`config.mk`:
```
export PLATFORM = sky130hd
export DESIGN_NAME = irq_ctrl_4ch
export DESIGN_NICKNAME = d
export VERILOG_FILES = /design/src/rtl/irq_ctrl_pkg.sv /design/src/rtl/priority_encoder_4to2.sv /design/src/rtl/irq_ctrl_4ch.sv
export SDC_FILE = /design/constraint.sdc
export NUM_CORES = 1
export LEC_CHECK = 0
export ABC_AREA = 1
export CAP_MARGIN = 20
export CORE_ASPECT_RATIO = 1.1
export CORE_MARGIN = 2
export CORE_UTILIZATION = 45
export CTS_CLUSTER_DIAMETER = 100
export CTS_CLUSTER_SIZE = 14
export DETAILED_ROUTE_END_ITERATION = 12
export PLACE_DENSITY = 0.9
export SYNTH_ARGS = -nofsm -noshare
export SYNTH_HDL_FRONTEND = slang
export SYNTH_SLANG_ARGS = --single-unit
```
`constraint.sdc`:
```
create_clock -name clk -period 2 [get_ports clk]
set_input_delay 0.2 -clock clk [delete_from_list [all_inputs] [get_ports clk]]
set_output_delay 0.2 -clock clk [all_outputs]
set_load 0.02 [all_outputs]
```
`src/rtl/irq_ctrl_pkg.sv`:
```
// Shared constants, state encoding and helpers for the 4-source interrupt controller.
package irq_ctrl_pkg;

    localparam int unsigned NUM_SRC = 4;
    localparam int unsigned VEC_W   = 2;

    // Handshake state toward the consumer
    typedef enum logic [1:0] {
        IDLE = 2'b00,
        REQ  = 2'b01,
        SERV = 2'b10
    } state_e;

    // One-hot expansion of a source vector, used to clear the accepted pending bit
    function automatic logic [NUM_SRC-1:0] vec_onehot(input logic [VEC_W-1:0] v);
        logic [NUM_SRC-1:0] oh;
        oh    = '0;
        oh[v] = 1'b1;
        return oh;
    endfunction

endpackage : irq_ctrl_pkg

```
`src/rtl/priority_encoder_4to2.sv`:
```
// 4:2 priority encoder; in[3] has the highest priority, valid flags any set input.
module priority_encoder_4to2 (
    input  logic [3:0] in,
    output logic [1:0] y,
    output logic       valid
);

    // Highest set bit wins
    always_comb begin
        y     = 2'b00;
        valid = 1'b1;
        if (in[3]) begin
            y = 2'b11;
        end else if (in[2]) begin
            y = 2'b10;
        end else if (in[1]) begin
            y = 2'b01;
        end else if (in[0]) begin
            y = 2'b00;
        end else begin
            valid = 1'b0;
        end
    end

endmodule : priority_encoder_4to2

```
`src/rtl/irq_ctrl_4ch.sv`:
```
// 4-source interrupt controller: edge detect, sticky pending, mask, priority
// selection and a request/ack/eoi handshake toward a single consumer.
// Optional service timeout is compiled in with `define IRQ_TIMEOUT_EN.
module irq_ctrl_4ch
    import irq_ctrl_pkg::*;
#(
    parameter logic [NUM_SRC-1:0] MASK_RST   = 4'b0000,
    parameter int unsigned        TMO_CYCLES = 16
) (
    input  logic               clk,
    input  logic               rst,
    input  logic [NUM_SRC-1:0] irq_in,
    input  logic               mask_we,
    input  logic [NUM_SRC-1:0] mask_wdata,
    input  logic               irq_ack,
    input  logic               eoi,
    output logic               irq_out,
    output logic [VEC_W-1:0]   irq_vec,
    output logic [VEC_W-1:0]   active_vec,
    output logic               busy,
    output logic [NUM_SRC-1:0] pending,
    output logic [NUM_SRC-1:0] mask_q,
    output logic               tmo_err
);

    state_e             r_state;
    state_e             w_state_nxt;
    logic [NUM_SRC-1:0] r_irq_in_d;
    logic [NUM_SRC-1:0] w_rise;
    logic [NUM_SRC-1:0] r_pending;
    logic [NUM_SRC-1:0] w_clr;
    logic [NUM_SRC-1:0] r_mask;
    logic [NUM_SRC-1:0] w_pm;
    logic [VEC_W-1:0]   w_y;
    logic               w_valid;
    logic [VEC_W-1:0]   r_irq_vec;
    logic [VEC_W-1:0]   w_irq_vec_nxt;
    logic [VEC_W-1:0]   r_active_vec;
    logic [VEC_W-1:0]   w_active_vec_nxt;
    logic               r_irq_out;
    logic               r_busy;
    logic               r_tmo_err;
    logic               w_tmo_err_nxt;
    logic               w_tmo_hit;

    assign w_rise = irq_in & ~r_irq_in_d;
    assign w_pm   = r_pending & ~r_mask;

    // Masked pending vector selects the presented source
    priority_encoder_4to2 u_penc (
        .in    (w_pm),
        .y     (w_y),
        .valid (w_valid)
    );

`ifdef IRQ_TIMEOUT_EN
    localparam logic [7:0] TMO_LAST = 8'(TMO_CYCLES - 1);

    logic [7:0] r_tmo_cnt;

    // Service-cycle counter: held at zero outside SERV, so it starts at zero on entry
    always_ff @(posedge clk) begin
        if (rst) begin
            r_tmo_cnt <= 8'd0;
        end else if (r_state != SERV) begin
            r_tmo_cnt <= 8'd0;
        end else begin
            r_tmo_cnt <= r_tmo_cnt + 8'd1;
        end
    end

    // Limit reached during the TMO_CYCLES-th service cycle
    assign w_tmo_hit = (r_state == SERV) && (r_tmo_cnt == TMO_LAST);
`else
    // The limit has no effect without the timeout counter
    localparam int unsigned TMO_CYCLES_UNUSED = TMO_CYCLES;

    assign w_tmo_hit = 1'b0;
`endif

    // Next-state, vector and clear decode for the consumer handshake
    always_comb begin
        w_state_nxt      = r_state;
        w_irq_vec_nxt    = r_irq_vec;
        w_active_vec_nxt = r_active_vec;
        w_clr            = '0;
        w_tmo_err_nxt    = 1'b0;
        case (r_state)
            IDLE: begin
                if (w_valid) begin
                    w_state_nxt   = REQ;
                    w_irq_vec_nxt = w_y;
                end
            end
            REQ: begin
                // Ack accepts the vector presented in this cycle, even if it was just masked
                if (irq_ack) begin
                    w_state_nxt      = SERV;
                    w_active_vec_nxt = r_irq_vec;
                    w_clr            = vec_onehot(r_irq_vec);
                end else if (w_valid) begin
                    w_irq_vec_nxt = w_y;
                end else begin
                    w_state_nxt = IDLE;
                end
            end
            SERV: begin
                if (eoi) begin
                    w_state_nxt = IDLE;
                end else if (w_tmo_hit) begin
                    w_state_nxt   = IDLE;
                    w_tmo_err_nxt = 1'b1;
                end
            end
            default: begin
                w_state_nxt = IDLE;
            end
        endcase
    end

    // State, handshake outputs and vectors
    always_ff @(posedge clk) begin
        if (rst) begin
            r_state      <= IDLE;
            r_irq_vec    <= '0;
            r_active_vec <= '0;
            r_irq_out    <= 1'b0;
            r_busy       <= 1'b0;
            r_tmo_err    <= 1'b0;
        end else begin
            r_state      <= w_state_nxt;
            r_irq_vec    <= w_irq_vec_nxt;
            r_active_vec <= w_active_vec_nxt;
            r_irq_out    <= (w_state_nxt == REQ);
            r_busy       <= (w_state_nxt == SERV);
            r_tmo_err    <= w_tmo_err_nxt;
        end
    end

    // Edge history, sticky pending (a new rise beats a same-cycle clear) and mask
    always_ff @(posedge clk) begin
        if (rst) begin
            r_irq_in_d <= '0;
            r_pending  <= '0;
            r_mask     <= MASK_RST;
        end else begin
            r_irq_in_d <= irq_in;
            r_pending  <= (r_pending & ~w_clr) | w_rise;
            if (mask_we) begin
                r_mask <= mask_wdata;
            end
        end
    end

    assign irq_out    = r_irq_out;
    assign irq_vec    = r_irq_vec;
    assign active_vec = r_active_vec;
    assign busy       = r_busy;
    assign pending    = r_pending;
    assign mask_q     = r_mask;
    assign tmo_err    = r_tmo_err;

endmodule : irq_ctrl_4ch

```
Word-level counts from Yosys, hierarchy flattened
Index checks and enable logic that the tools add are counted.
{"block": "op_classes", "bitwise_logic": 7, "n_reduce_logical": 5, "muxes": 19, "eq_ne": 5, "n_lt_le_gt_ge": 2}
{"operator": "$mux W2", "n": 8}
{"operator": "$and A4 B4 Y4", "n": 3}
{"operator": "$not A4 Y4", "n": 3}
{"operator": "$mux W4", "n": 2}
{"operator": "$mux W1", "n": 6}
{"operator": "$pmux W2 S3", "n": 1}
{"operator": "$eq A2 B1 Y1 const B", "n": 2}
{"operator": "$eq A2 B2 Y1 const B", "n": 2}
{"operator": "$or A4 B4 Y4", "n": 1}
{"operator": "$pmux W2 S2", "n": 1}
{"operator": "$reduce_and A2 Y1", "n": 2}
{"operator": "$lt A2 B3 Y1 const B", "n": 1}
{"operator": "$demux W1 S2", "n": 1}
{"operator": "$ge A2 B1 Y1 const B", "n": 1}
{"operator": "$logic_not A2 Y1", "n": 1}
{"operator": "$ne A2 B2 Y1 const B", "n": 1}
{"operator": "$reduce_bool A2 Y1", "n": 1}
{"operator": "$logic_and A1 B1 Y1", "n": 1}
{"block": "totals", "wordCells": 46, "reg_bits": 20, "output_inout_bits": 15, "in_bits": 13}

Longest topological paths before layout
{"block": "depth", "word_depth": 10, "depth_mapped": 7, "mapped_depth_nobuf": 7}

Hierarchy
From an unflattened synthesis, not the netlist that was laid out.
{"block": "unflattened", "hier_cells": 117, "hier_area_um2": 812.0}
{"mod": "irq_ctrl_4ch", "cells_per_inst": 109, "instances": 1, "seq_area_each_um2": 400.4, "area_each_um2": 779.5}
{"mod": "priority_encoder_4to2", "cells_per_inst": 8, "instances": 1, "seq_area_each_um2": 0.0, "area_each_um2": 32.5}

Worst setup path before layout
No wires, ideal clock.
{"block": "synth_path", "kind": "register -> register", "startpoint": "reg r_pending[1] (netlist: pending[1])", "endpoint": "reg r_irq_vec[0] (netlist: irq_vec[0])", "path_buffers": 0, "period_less_slack_ps": 978, "setup_time_ps": 115, "required_time_ps": 1885, "arrival_ps": 863, "stages_incl_launch_ff": 6, "path_slack_ps": 1022, "cell_sequence": "dfxtp_1 -> nand2_1 -> nand2_1 -> nand2_2 -> a21oi_1 -> nor2_1"}
{"block": "synth_between", "elab_chain_len": 7, "elab_cells_between_ends": 10, "cone_classes": "mux: 9; bitwise: 1"}
{"element": "from (decl)", "line": "irq_ctrl_4ch.sv:30", "source": "logic [NUM_SRC-1:0] r_pending;"}
{"element": "from (signal assigned)", "line": "irq_ctrl_4ch.sv:148", "source": "r_pending <= (r_pending & ~w_clr) | w_rise;"}
{"element": "$and A4 B4 Y4 *", "line": "irq_ctrl_4ch.sv:47", "source": "assign w_pm = r_pending & ~r_mask;"}
{"element": "$mux W1", "line": "priority_encoder_4to2.sv:16", "source": "end else if (in[1]) begin"}
{"element": "$mux W2 or $mux W1 (tied branches)", "line": "priority_encoder_4to2.sv:14", "source": "end else if (in[2]) begin"}
{"element": "$mux W2 or $mux W1 (tied branches)", "line": "priority_encoder_4to2.sv:12", "source": "if (in[3]) begin"}
{"element": "$mux W2 *", "line": "irq_ctrl_4ch.sv:90, irq_ctrl_4ch.sv:101"}
{"element": "$mux W2", "line": "irq_ctrl_4ch.sv:97", "source": "if (irq_ack) begin"}
{"element": "$pmux W2 S2 *", "line": "irq_ctrl_4ch.sv:88", "source": "case (r_state)"}
{"element": "to (signal assigned)", "line": "irq_ctrl_4ch.sv:132", "source": "r_irq_vec <= w_irq_vec_nxt;"}
{"element": "to (decl)", "line": "irq_ctrl_4ch.sv:36", "source": "logic [VEC_W-1:0] r_irq_vec;"}
Every way passes the cells marked *; elsewhere a longest branch is shown, timed or not. The select of a mux whose other input is x is not followed.
A chain may end at the register's enable or synchronous reset.

Final worst setup path
{"block": "layout_path", "startpoint": "reg r_irq_vec[0] (netlist: irq_vec[0])", "endpoint": "out irq_vec[0]"}
{"element": "to (decl)", "line": "irq_ctrl_4ch.sv:18", "source": "output logic [VEC_W-1:0] irq_vec,"}
No word-level cell between the ends.

==> impl_metrics.sql <==
INSERT INTO impl_metrics (metric_group, metric, value, unit) VALUES
('final_layout', 'area_growth_syn_to_fin', '38.38', '%'),
('detailed_routing', 'route.detailed.vias_per_inst', '4.888', ''),
('cts', 'cts_repair_resize_count', '0', ''),
('timing', 'hold_ws', '0.4278', 'ns'),
('detailed_routing', 'wl', '1.449', 'mm'),
('final_layout', 'design.final.nets', '132', ''),
('grt', 'grt_pass1_wl', '2.208', 'mm'),
('timing', 'final_period_minus_worst_setup_slack', '1.564', 'ns'),
('placed_design', 'post_dp_cell_area', '0.001006', 'mm2'),
('timing', 'report.final.slew_viol_count', '0', ''),
('run', 'max_capacitance_violation_count', '0', ''),
('pwr', 'power.ir.vdd_worst', '0.0005689', 'V'),
('placed_design', 'buffer_ports.inserted', '26', ''),
('detailed_routing', 'drt_pre_antenna_iters', '4', ''),
('timing', 'setup_ws', '0.4363', 'ns'),
('synth', 'synth_warnings', '0', ''),
('final_layout', 'post_route_cells_drive_above_1_share', '9.402', '%'),
('worst_setup_path', 'worst-r2r-cell-count', '4', ''),
('cts', 'tritoncts_num_sinks', '20', ''),
('placed_design', 'dpl_worst_slack', '0.6618', 'ns'),
('grt', 'grt_max_degree', '16', ''),
('synth', 'combinational_family_with_the_most_area_after_synthesis', 'simple AND/OR/NAND/NOR gates', ''),
('timing', 'fin_tns_setup', '0', 'ns'),
('cts', 'post_cts_setup_buffer_count', '0', ''),
('synth', 'yosysSeqAreaShare', '53.87', '%'),
('worst_setup_path', 'end_kind', 'output port', ''),
('synth', 'postSynthRegisterBits', '20', ''),
('grt', 'grtUsageTotal', '15.47', '%'),
('detailed_routing', 'detailroute.via_count', '655', ''),
('cts', 'clock_insertion_delay_worst_skew', '0.30', 'ns'),
('synth', 'yosys.area.top_type', 'dfxtp_1', ''),
('floorplanning', 'design.core.area', '0.001558', 'mm2'),
('synth', 'yosysTopAreaCellShare', '53.87', '%'),
('detailed_routing', 'initialDrtViolationCount', '5', ''),
('placed_design', 'placed_cells', '131', ''),
('floorplanning', 'die_x', '42.75', 'um'),
('placed_design', 'gp_routability_congestion', '0.8064', ''),
('floorplanning', 'std_cell_rows', '15', ''),
('worst_setup_path', 'critical_path_buffers_and_inverters', '1', ''),
('grt', 'globalRoute.totalOverflow', '0', ''),
('synth', 'synthAdderAreaFrac', '0', '%'),
('final_layout', 'seqCellArea', '400.4', 'um2'),
('worst_setup_path', 'path_delay_family', 'buffers and inverters', ''),
('cts', 'clock_tree.root_cell', 'clkbuf_4', ''),
('placed_design', 'dp.final_hpwl', '1.097', 'mm'),
('worst_setup_path', 'flop_to_flop_setup_slack', '1.02', 'ns'),
('outcome', 'outcome', 'finished, final reports clean', ''),
('synth', 'postSynthCellCount', '90', ''),
('synth', 'post_synth_mux_area_share', '0', '%'),
('cts', 'cts-buffers-inserted', '3', ''),
('worst_setup_path', 'rr_endpoint', 'irq_vec[0]$_SDFFE_PP0P_', ''),
('pwr', 'p_leak', '0.0004449', 'uW'),
('final_layout', 'multi_input_comb_area', '279.0', 'um2'),
('final_layout', 'diodes', '0', ''),
('cts', 'htreeDepth', '1', ''),
('cts', 'holdBufCountCts', '0', ''),
('worst_setup_path', 'r2r_start', 'r_state[0]$_SDFF_PP0_', ''),
('pwr', 'total_power_divided_by_cell_area', '825.1', 'mW/mm2'),
('synth', 'syn-mean-instance-area', '8.258', 'um2'),
('timing', 'rsz_0062_raised_after_global_routing', 'false', ''),
('grt', 'first_global_vias', '550', ''),
('worst_setup_path', 'worst_ep_required_time', '1.80', 'ns'),
('synth', 'synth.net_count', '103', ''),
('final_layout', 'postLayoutCellArea', '0.001028', 'mm2'),
('synth', 'synth-xor-area-share', '0', '%'),
('detailed_routing', 'route.antenna.remaining_nets', '0', ''),
('detailed_routing', 'number_of_remaining_drc_errors', '0', ''),
('synth', 'post_synth_num_cell_types', '18', ''),
('floorplanning', 'initial_core_util', '47.71', '%'),
('min_path', 'holdCritStartpoint', 'r_irq_in_d[1]$_SDFF_PP0_', ''),
('synth', 'synth.area.top_cells', 'dfxtp_1 54%, nand2_1 10%, a21oi_1 6.7%, inv_1 5.6%, nand2_2 3.4%', '');
-- area by class of cell --
| type | count | area share [%] |
|---|---|---|
| Clock buffer | 3 | 2.190 |
| Multi-Input combinational cell | 56 | 27.13 |
| Sequential cell | 20 | 38.93 |
| Timing Repair Buffer | 26 | 25.30 |
| Inverter | 12 | 4.380 |
| Tap cell | 17 | 2.068 |
-- synth_stat cells --
library cell / number
nor2_4: 1
dfxtp_1: 20
o21ai_0: 4
inv_1: 11
nand3_1: 2
nand3_2: 1
conb_1: 1
buf_4: 1
nor2_1: 4
o21a_1: 2
nand2_1: 20
o22ai_1: 4
buf_6: 1
nor3_1: 2
a21oi_1: 10
a21oi_2: 1
nand2_2: 4
inv_2: 1
-- layer usage --
metal	share of wire [%]	vias to the layer above	wire, um	track usage [%]
met5	0	-	0	0
met4	2.9	0	42	11.25
met3	4.6	4	67	2.745
met2	45	20	656	25.76
met1	47	289	682	18.03
li1	-	342	-	-
-- how the worst max path moves through the flow --
stage	from	endpoint	slack [ns]	depth (start not counted)
6_report	irq_vec[0]$_SDFFE_PP0P_	irq_vec[0]	0.44	1
5_1_grt	irq_vec[0]$_SDFFE_PP0P_	irq_vec[0]	0.37	1
4_1_cts	irq_vec[0]$_SDFFE_PP0P_	irq_vec[0]	0.43	1
3_5_place_dp	irq_ack	irq_vec[0]$_SDFFE_PP0P_	0.66	5
3_3_place_gp	irq_ack	irq_vec[0]$_SDFFE_PP0P_	0.68	5
2_1_floorplan	pending[1]$_SDFF_PP0_	irq_vec[0]$_SDFFE_PP0P_	1.02	5
-- stage by stage --
stage / util [%] / power (uW)
after floorplan: - / 579.6
after global placement: 64.58 / 666.8
after detailed placement: 64.58 / 671.3
after CTS: 66.02 / 848.9
after global routing: 66.02 / 880.8
final: 66.02 / 848.6
-- cell usage in the layout (no fill, tap or decap), types with 2 or more instances in the layout --
master	count
nor3_1	2
o21a_1	2
clkdlybuf4s50_1	26
clkbuf_4	3
nand2_1	20
nor2_1	4
a21oi_1	10
inv_1	11
nand3_1	2
nand2_2	4
dfxtp_1	20
o22ai_1	4
o21ai_0	4
-- sequential cells by signal, summed over array words and instances, names as in the netlist --
register,cells
pending,4
active_vec,2
irq_out,1
irq_vec,2
r_state,2
mask_q,4
r_irq_in_d,4
busy,1
-- where the power goes --
part           internal (uW)  leakage, uW  switching [uW]
Sequential               434     0.000166            28.8
Combinational           96.1     0.000265             104
Clock                   70.3    0.0000138             115
-- cells by family (layout without fill, tap and decap cells) --
kind of cell,count (synthesis),in the layout
AO/OA/AOI/OAI,21,21
buffers and inverters,14,41
flip-flops,20,20
other,1,1
AND/OR/NAND/NOR,34,34
No activity file was read; power rests on OpenSTA's default activity.
